--- src/rtl/sq_gen_pkg.sv ---
// sq_gen_pkg: shared state encoding and default sizes for the square-wave generator
package sq_gen_pkg;
  typedef enum logic [1:0] {S_IDLE = 2'd0, S_HIGH = 2'd1, S_LOW = 2'd2, S_DONE = 2'd3} state_t;
  localparam int CNT_W_DEF = 24;
  localparam int BURST_W_DEF = 8;
  localparam int DEFAULT_HIGH_DEF = 25000;
  localparam int DEFAULT_LOW_DEF = 25000;
endpackage

--- src/rtl/sq_channel.sv ---
// sq_channel: one square-wave channel with shadowed config, burst counting and edge strobe
module sq_channel import sq_gen_pkg::*; #(
  parameter int CNT_W = CNT_W_DEF,
  parameter int BURST_W = BURST_W_DEF,
  parameter int DEFAULT_HIGH = DEFAULT_HIGH_DEF,
  parameter int DEFAULT_LOW = DEFAULT_LOW_DEF
) (
  input  logic               i_sysclk,
  input  logic               i_reset,
  input  logic               i_enable,
  input  logic               i_we,
  input  logic [CNT_W-1:0]   i_high,
  input  logic [CNT_W-1:0]   i_low,
  input  logic [BURST_W-1:0] i_burst,
  output logic               o_pulse,
  output logic               o_edge,
  output logic               o_done
);
  state_t r_state, w_state;
  logic [CNT_W-1:0] r_cnt, w_cnt, r_hi, w_hi, r_lo, w_lo, r_sh_high, r_sh_low, w_len;
  logic [BURST_W-1:0] r_bcnt, w_bcnt, r_burst, w_burst, r_sh_burst;
  logic r_en, r_pulse, r_edge, r_done, w_pulse, w_end, w_start;
  // Next-state logic: a period boundary reloads active config from the shadow copy
  always_comb begin
    w_state = r_state;
    w_cnt = r_cnt;
    w_bcnt = r_bcnt;
    w_hi = r_hi;
    w_lo = r_lo;
    w_burst = r_burst;
    w_end = 1'b0;
    w_start = 1'b0;
    w_len = r_sh_high != '0 ? r_sh_high : r_sh_low;
    if (!i_enable) begin
      w_state = S_IDLE;
      w_cnt = '0;
      w_bcnt = '0;
    end else begin
      case (r_state)
        S_IDLE: w_start = r_en;
        S_HIGH: begin
          if (r_cnt != '0) w_cnt = r_cnt - CNT_W'(1);
          else if (r_lo != '0) begin
            w_state = S_LOW;
            w_cnt = r_lo - CNT_W'(1);
          end else w_end = 1'b1;
        end
        S_LOW: if (r_cnt != '0) w_cnt = r_cnt - CNT_W'(1); else w_end = 1'b1;
        default: ;
      endcase
      if (w_end) begin
        w_bcnt = r_burst != '0 ? r_bcnt + BURST_W'(1) : r_bcnt;
        if (r_burst != '0 && w_bcnt == r_burst) begin
          w_state = S_DONE;
          w_cnt = '0;
        end else w_start = 1'b1;
      end
      if (w_start) begin
        w_hi = r_sh_high;
        w_lo = r_sh_low;
        w_burst = r_sh_burst;
        w_state = r_sh_high != '0 ? S_HIGH : S_LOW;
        w_cnt = w_len != '0 ? w_len - CNT_W'(1) : '0;
      end
    end
  end
  assign w_pulse = w_state == S_HIGH;
  // State, counters, active config and registered outputs
  always_ff @(posedge i_sysclk or posedge i_reset) begin
    if (i_reset) begin
      r_state <= S_IDLE;
      r_cnt <= '0;
      r_bcnt <= '0;
      r_hi <= CNT_W'(DEFAULT_HIGH);
      r_lo <= CNT_W'(DEFAULT_LOW);
      r_burst <= '0;
      r_en <= 1'b0;
      r_pulse <= 1'b0;
      r_edge <= 1'b0;
      r_done <= 1'b0;
    end else begin
      r_state <= w_state;
      r_cnt <= w_cnt;
      r_bcnt <= w_bcnt;
      r_hi <= w_hi;
      r_lo <= w_lo;
      r_burst <= w_burst;
      r_en <= i_enable;
      r_pulse <= w_pulse;
      r_edge <= w_pulse & ~r_pulse;
      r_done <= w_state == S_DONE;
    end
  end
  // Shadow config captured on write; only read at period boundaries
  always_ff @(posedge i_sysclk or posedge i_reset) begin
    if (i_reset) begin
      r_sh_high <= CNT_W'(DEFAULT_HIGH);
      r_sh_low <= CNT_W'(DEFAULT_LOW);
      r_sh_burst <= '0;
    end else if (i_we) begin
      r_sh_high <= i_high;
      r_sh_low <= i_low;
      r_sh_burst <= i_burst;
    end
  end
  assign o_pulse = r_pulse;
  assign o_edge = r_edge;
  assign o_done = r_done;
endmodule

--- src/rtl/multi_square_gen.sv ---
// multi_square_gen: independent square-wave channels behind a shared config write port
module multi_square_gen import sq_gen_pkg::*; #(
  parameter int CHANNELS = 4,
  parameter int CNT_W = CNT_W_DEF,
  parameter int BURST_W = BURST_W_DEF,
  parameter int DEFAULT_HIGH = DEFAULT_HIGH_DEF,
  parameter int DEFAULT_LOW = DEFAULT_LOW_DEF,
  localparam int CH_W = CHANNELS > 1 ? $clog2(CHANNELS) : 1
) (
  input  logic                sysclk,
  input  logic                reset,
  input  logic [CHANNELS-1:0] enable,
  input  logic                cfg_we,
  input  logic [CH_W-1:0]     cfg_ch,
  input  logic [CNT_W-1:0]    cfg_high,
  input  logic [CNT_W-1:0]    cfg_low,
  input  logic [BURST_W-1:0]  cfg_burst,
  output logic [CHANNELS-1:0] pulse,
  output logic [CHANNELS-1:0] edge_strb,
  output logic [CHANNELS-1:0] done
);
  logic [CHANNELS-1:0] w_we;
  for (genvar i = 0; i < CHANNELS; i++) begin : g_ch
    assign w_we[i] = cfg_we && cfg_ch == CH_W'(i);
    sq_channel #(
      .CNT_W(CNT_W),
      .BURST_W(BURST_W),
      .DEFAULT_HIGH(DEFAULT_HIGH),
      .DEFAULT_LOW(DEFAULT_LOW)
    ) u_ch (
      .i_sysclk(sysclk),
      .i_reset(reset),
      .i_enable(enable[i]),
      .i_we(w_we[i]),
      .i_high(cfg_high),
      .i_low(cfg_low),
      .i_burst(cfg_burst),
      .o_pulse(pulse[i]),
      .o_edge(edge_strb[i]),
      .o_done(done[i])
    );
  end
endmodule

--- config.mk ---
export PLATFORM = sky130hd
export DESIGN_NAME = multi_square_gen
export DESIGN_NICKNAME = d
export VERILOG_FILES = /design/src/rtl/sq_gen_pkg.sv /design/src/rtl/sq_channel.sv /design/src/rtl/multi_square_gen.sv
export SDC_FILE = /design/constraint.sdc
export NUM_CORES = 1
export LEC_CHECK = 0
export CORE_ASPECT_RATIO = 1.1
export CORE_MARGIN = 3
export CORE_UTILIZATION = 50
export CTS_BUF_LIST = sky130_fd_sc_hd__clkbuf_4 sky130_fd_sc_hd__clkbuf_8 sky130_fd_sc_hd__clkbuf_16
export DETAILED_ROUTE_END_ITERATION = 6
export HOLD_SLACK_MARGIN = 0.06
export PLACE_DENSITY = 0.65
export SETUP_SLACK_MARGIN = 0.5
export SLEW_MARGIN = 20
export SYNTH_ARGS = -nofsm -noshare
export SYNTH_HDL_FRONTEND = slang
export SYNTH_SLANG_ARGS = --single-unit
--- constraint.sdc ---
create_clock -name sysclk -period 41.6 [get_ports sysclk]
set_input_delay 6.24 -clock sysclk [delete_from_list [all_inputs] [get_ports sysclk]]
set_output_delay 6.24 -clock sysclk [all_outputs]
set_load 0.02 [all_outputs]
==> results_dict.tcl <==
set metrics [dict create \
    cts.sinks 504 \
    grt_start_max_net_pins 199 \
    rrSetupSlack_ns 37.12 \
    syn-num-nets 3203 \
    cpPeakStageDelay_ns 0.64 \
    holdBufCountCts 0 \
    overflow 0 \
    synth_top_area_share 0.3589 \
    status "finished clean" \
    relSlewSlack 0.2984 \
    tightest_slew_ns 1.043 \
    postSynthCellCount 3106 \
    syn_area_um2 30120 \
    r2r_cells 9 \
    start_kind "input pin" \
    timing.rr.end "g_ch[2].u_ch.r_cnt[0]$_DFF_PP0_" \
    synthArstFlopShare 1.000 \
    ant_nets 0 \
    drt_iter0_markers 2273 \
    clock_latency_ns 0.62 \
    power_uw 1906 \
    synth_most_common_cell "dfrtp_1" \
    viasPerCell 6.515 \
    via_count 25570 \
    grt_pass1_vias 24860 \
    die_h_um 263.4 \
    yosysSeqAreaShare 0.4217 \
    cts_root_buf "clkbuf_16" \
    rsz0062_at_grt "false" \
    placedCellCount 3817 \
    p_leak_uw 0.01308 \
    area.growth.synth_to_final_pct 10.96 \
    ys.flop_type "dfrtp_1" \
    avgSynthCellArea_um2 9.697 \
    crit_path_start "enable[3]" \
    ys_top_cells_by_count "dfrtp_1 (432), mux2_2 (319), nor2_1 (249)" \
    path_cells "clkdlybuf4s50_1 > clkinv_1 > a311o_1 > buf_4 > nor2b_1 > o21ai_0 > o31ai_1" \
    nNetsFinal 3212 \
    synth.area.top_cells "dfrtp_1 (36%), mux2_2 (12%), dfstp_2 (6.3%)" \
    routed_wl_mm 92.34 \
    coreArea_um2 59110 \
    clkTransAtPathRegs_ns 0.06 \
    vdd_drop_max_mv 0.03640 \
    wl_per_cell_um 23.52 \
    setup_viol 0 \
    holdPathStages 1 \
    grt_pass1_wl_mm 142.9 \
    hold_start "g_ch[0].u_ch.o_pulse$_DFF_PP0_" \
    track_usage 0.2872 \
    hold_end "g_ch[0].u_ch.o_edge$_DFF_PP0_" \
    clk_path_buf_depth 3 \
    hp-class "register to register" \
    h-tree-depth 2 \
    hold_viol_final 0 \
    fin_crit_sh 0.1997 \
    synth_edf_count 0 \
    ys_seq_elements 504 \
    stdcell_count 3925 \
    post-route-cell-area_um2 33420 \
    endpoint_kind "register" \
    port_buffers 76 \
    cts_resized 0 \
    min_period_ns 8.307 \
    cts_tree "yes" \
    cp_max_fo 34 \
    fmax_ghz 0.1204 \
    start_util 0.5095 \
    yosys_warnings 0 \
    worst-path-buf-inv 3 \
    dr.pass1.iters 6 \
    critical_path.top_delay_family "buffers and inverters" \
    std_cell_rows 93 \
    io_pins 77 \
    post_cts_buffers 0 \
    path_class "input pin to register" \
    tns_ns 0 \
    routabilityCongestion 0.9308 \
    postPlaceCellArea_um2 31390 \
    drive_gt1_frac 0.1866 \
    synth_cell_types 100 \
    synth_top_cell_by_area "dfrtp_1" \
    dp_hpwl_mm 65.70 \
    required_ns 42.10 \
    finClkSkew_ns 0.01887 \
    die_x_um 240.0 \
    cts_inserted_buffers 55 \
    cp.arrival_ns 8.81 \
    antenna_found_initial 9 \
    drc 0 \
    cp_slowest_cell "clkdlybuf4s50_1" \
    rr_startpoint "g_ch[2].u_ch.r_sh_high[17]$_DFFE_PP0P_" \
    cap_viol_max_count 0 \
    pwr_density_cell_nw_per_um2 57.03 \
    dieArea_um2 63220 \
    slew_violations 0 \
]
## worst max path at each step
stage	end	depth (start not counted)	slack, ns
finish	g_ch[3].u_ch.r_cnt[11]$_DFF_PP0_	7	33.29
detailed placement	g_ch[3].u_ch.r_cnt[11]$_DFF_PP0_	7	32.72
floorplan	g_ch[0].u_ch.o_done$_DFF_PP0_	1	21.41
global route	g_ch[3].u_ch.r_cnt[11]$_DFF_PP0_	7	33.19
global placement	g_ch[3].u_ch.r_cnt[11]$_DFF_PP0_	7	32.85
CTS	g_ch[3].u_ch.r_cnt[11]$_DFF_PP0_	7	33.35
## worst reg2reg max path, stage by stage, from the launching register on
cell and delay [ns]:
dfrtp_1 0.48, nor4_1 0.65, nand3_1 0.39, nor2_1 0.68
buf_4 0.36, a31oi_1 0.13, o41ai_1 0.58, or2_1 0.64
inv_2 0.20, a22o_1 0.25
## cells in the final DEF, fill, tap and decap left out, drive strengths merged, types with 66 or more instances in the layout
cell and n:
dfstp 72, a21oi 221, inv 72, o21ai 210, clkbuf 73, clkdlybuf4s50 76, mux2 350, nor3 133
dfrtp 432, nand2 182, xor2 70, xnor2 112, nand3 66, nor4 91, nor2 249
## routing by layer
metal,track usage,part of all wire,vias up
met3,0.03939,0.065,210
met5,0,0,-
li1,-,-,11580
met4,0.1128,0.040,0
met2,0.4742,0.48,1002
met1,0.3825,0.42,12780
## stage by stage
step                hold slack [ns]  worst slack [ns]    util
finish                       0.4181             33.29  0.5654
global route                 0.4468             33.19  0.5653
CTS                          0.4207             33.35  0.5647
detailed placement           0.4174             32.72  0.5309
global placement             0.4092             32.85  0.5309
floorplan                    0.4037             21.41       -
## logic make-up (layout without fill, tap and decap cells)
family / Yosys count / count (layout) / share of synthesized area
fa+ha+maj: 32 / 32 / 0.01329
mux: 364 / 364 / 0.1355
other cells: 0 / 3 / 0
buf+inv: 221 / 277 / 0.03190
simple gates: 1000 / 1000 / 0.1731
xor+xnor: 183 / 183 / 0.05371
compound gates: 802 / 802 / 0.1708
flops: 504 / 504 / 0.4217
## registers in the layout, summed over array words and instances (netlist names)
signal and cells:
g_ch.u_ch.r_cnt 96, g_ch.u_ch.r_state 8, g_ch.u_ch.r_lo 96, g_ch.u_ch.r_bcnt 32
g_ch.u_ch.o_done 4, g_ch.u_ch.r_sh_low 96, g_ch.u_ch.r_burst 32, g_ch.u_ch.o_edge 4
g_ch.u_ch.r_en 4, g_ch.u_ch.r_sh_high 96, g_ch.u_ch.r_sh_burst 32, g_ch.u_ch.o_pulse 4
## where the power goes
| part | internal [µW] | switching (µW) | total, µW | leakage, µW |
|---|---|---|---|---|
| logic | 256 | 331 | 588 | 0.00595 |
| registers | 623 | 160 | 783 | 0.00614 |
| clock network | 321 | 214 | 535 | 0.000994 |
## area by class of cell
class                           instances  area, µm²
Fill cell                            5198      25690
Sequential cell                       504      12700
Clock inverter                         31      396.6
Inverter                               71      274.0
Clock buffer                           73       1598
Antenna cell                            3      7.507
Multi-Input combinational cell       2381      16490
Tap cell                              760      950.9
Timing Repair Buffer                  102       1001
(Power assumes the default switching activity.)
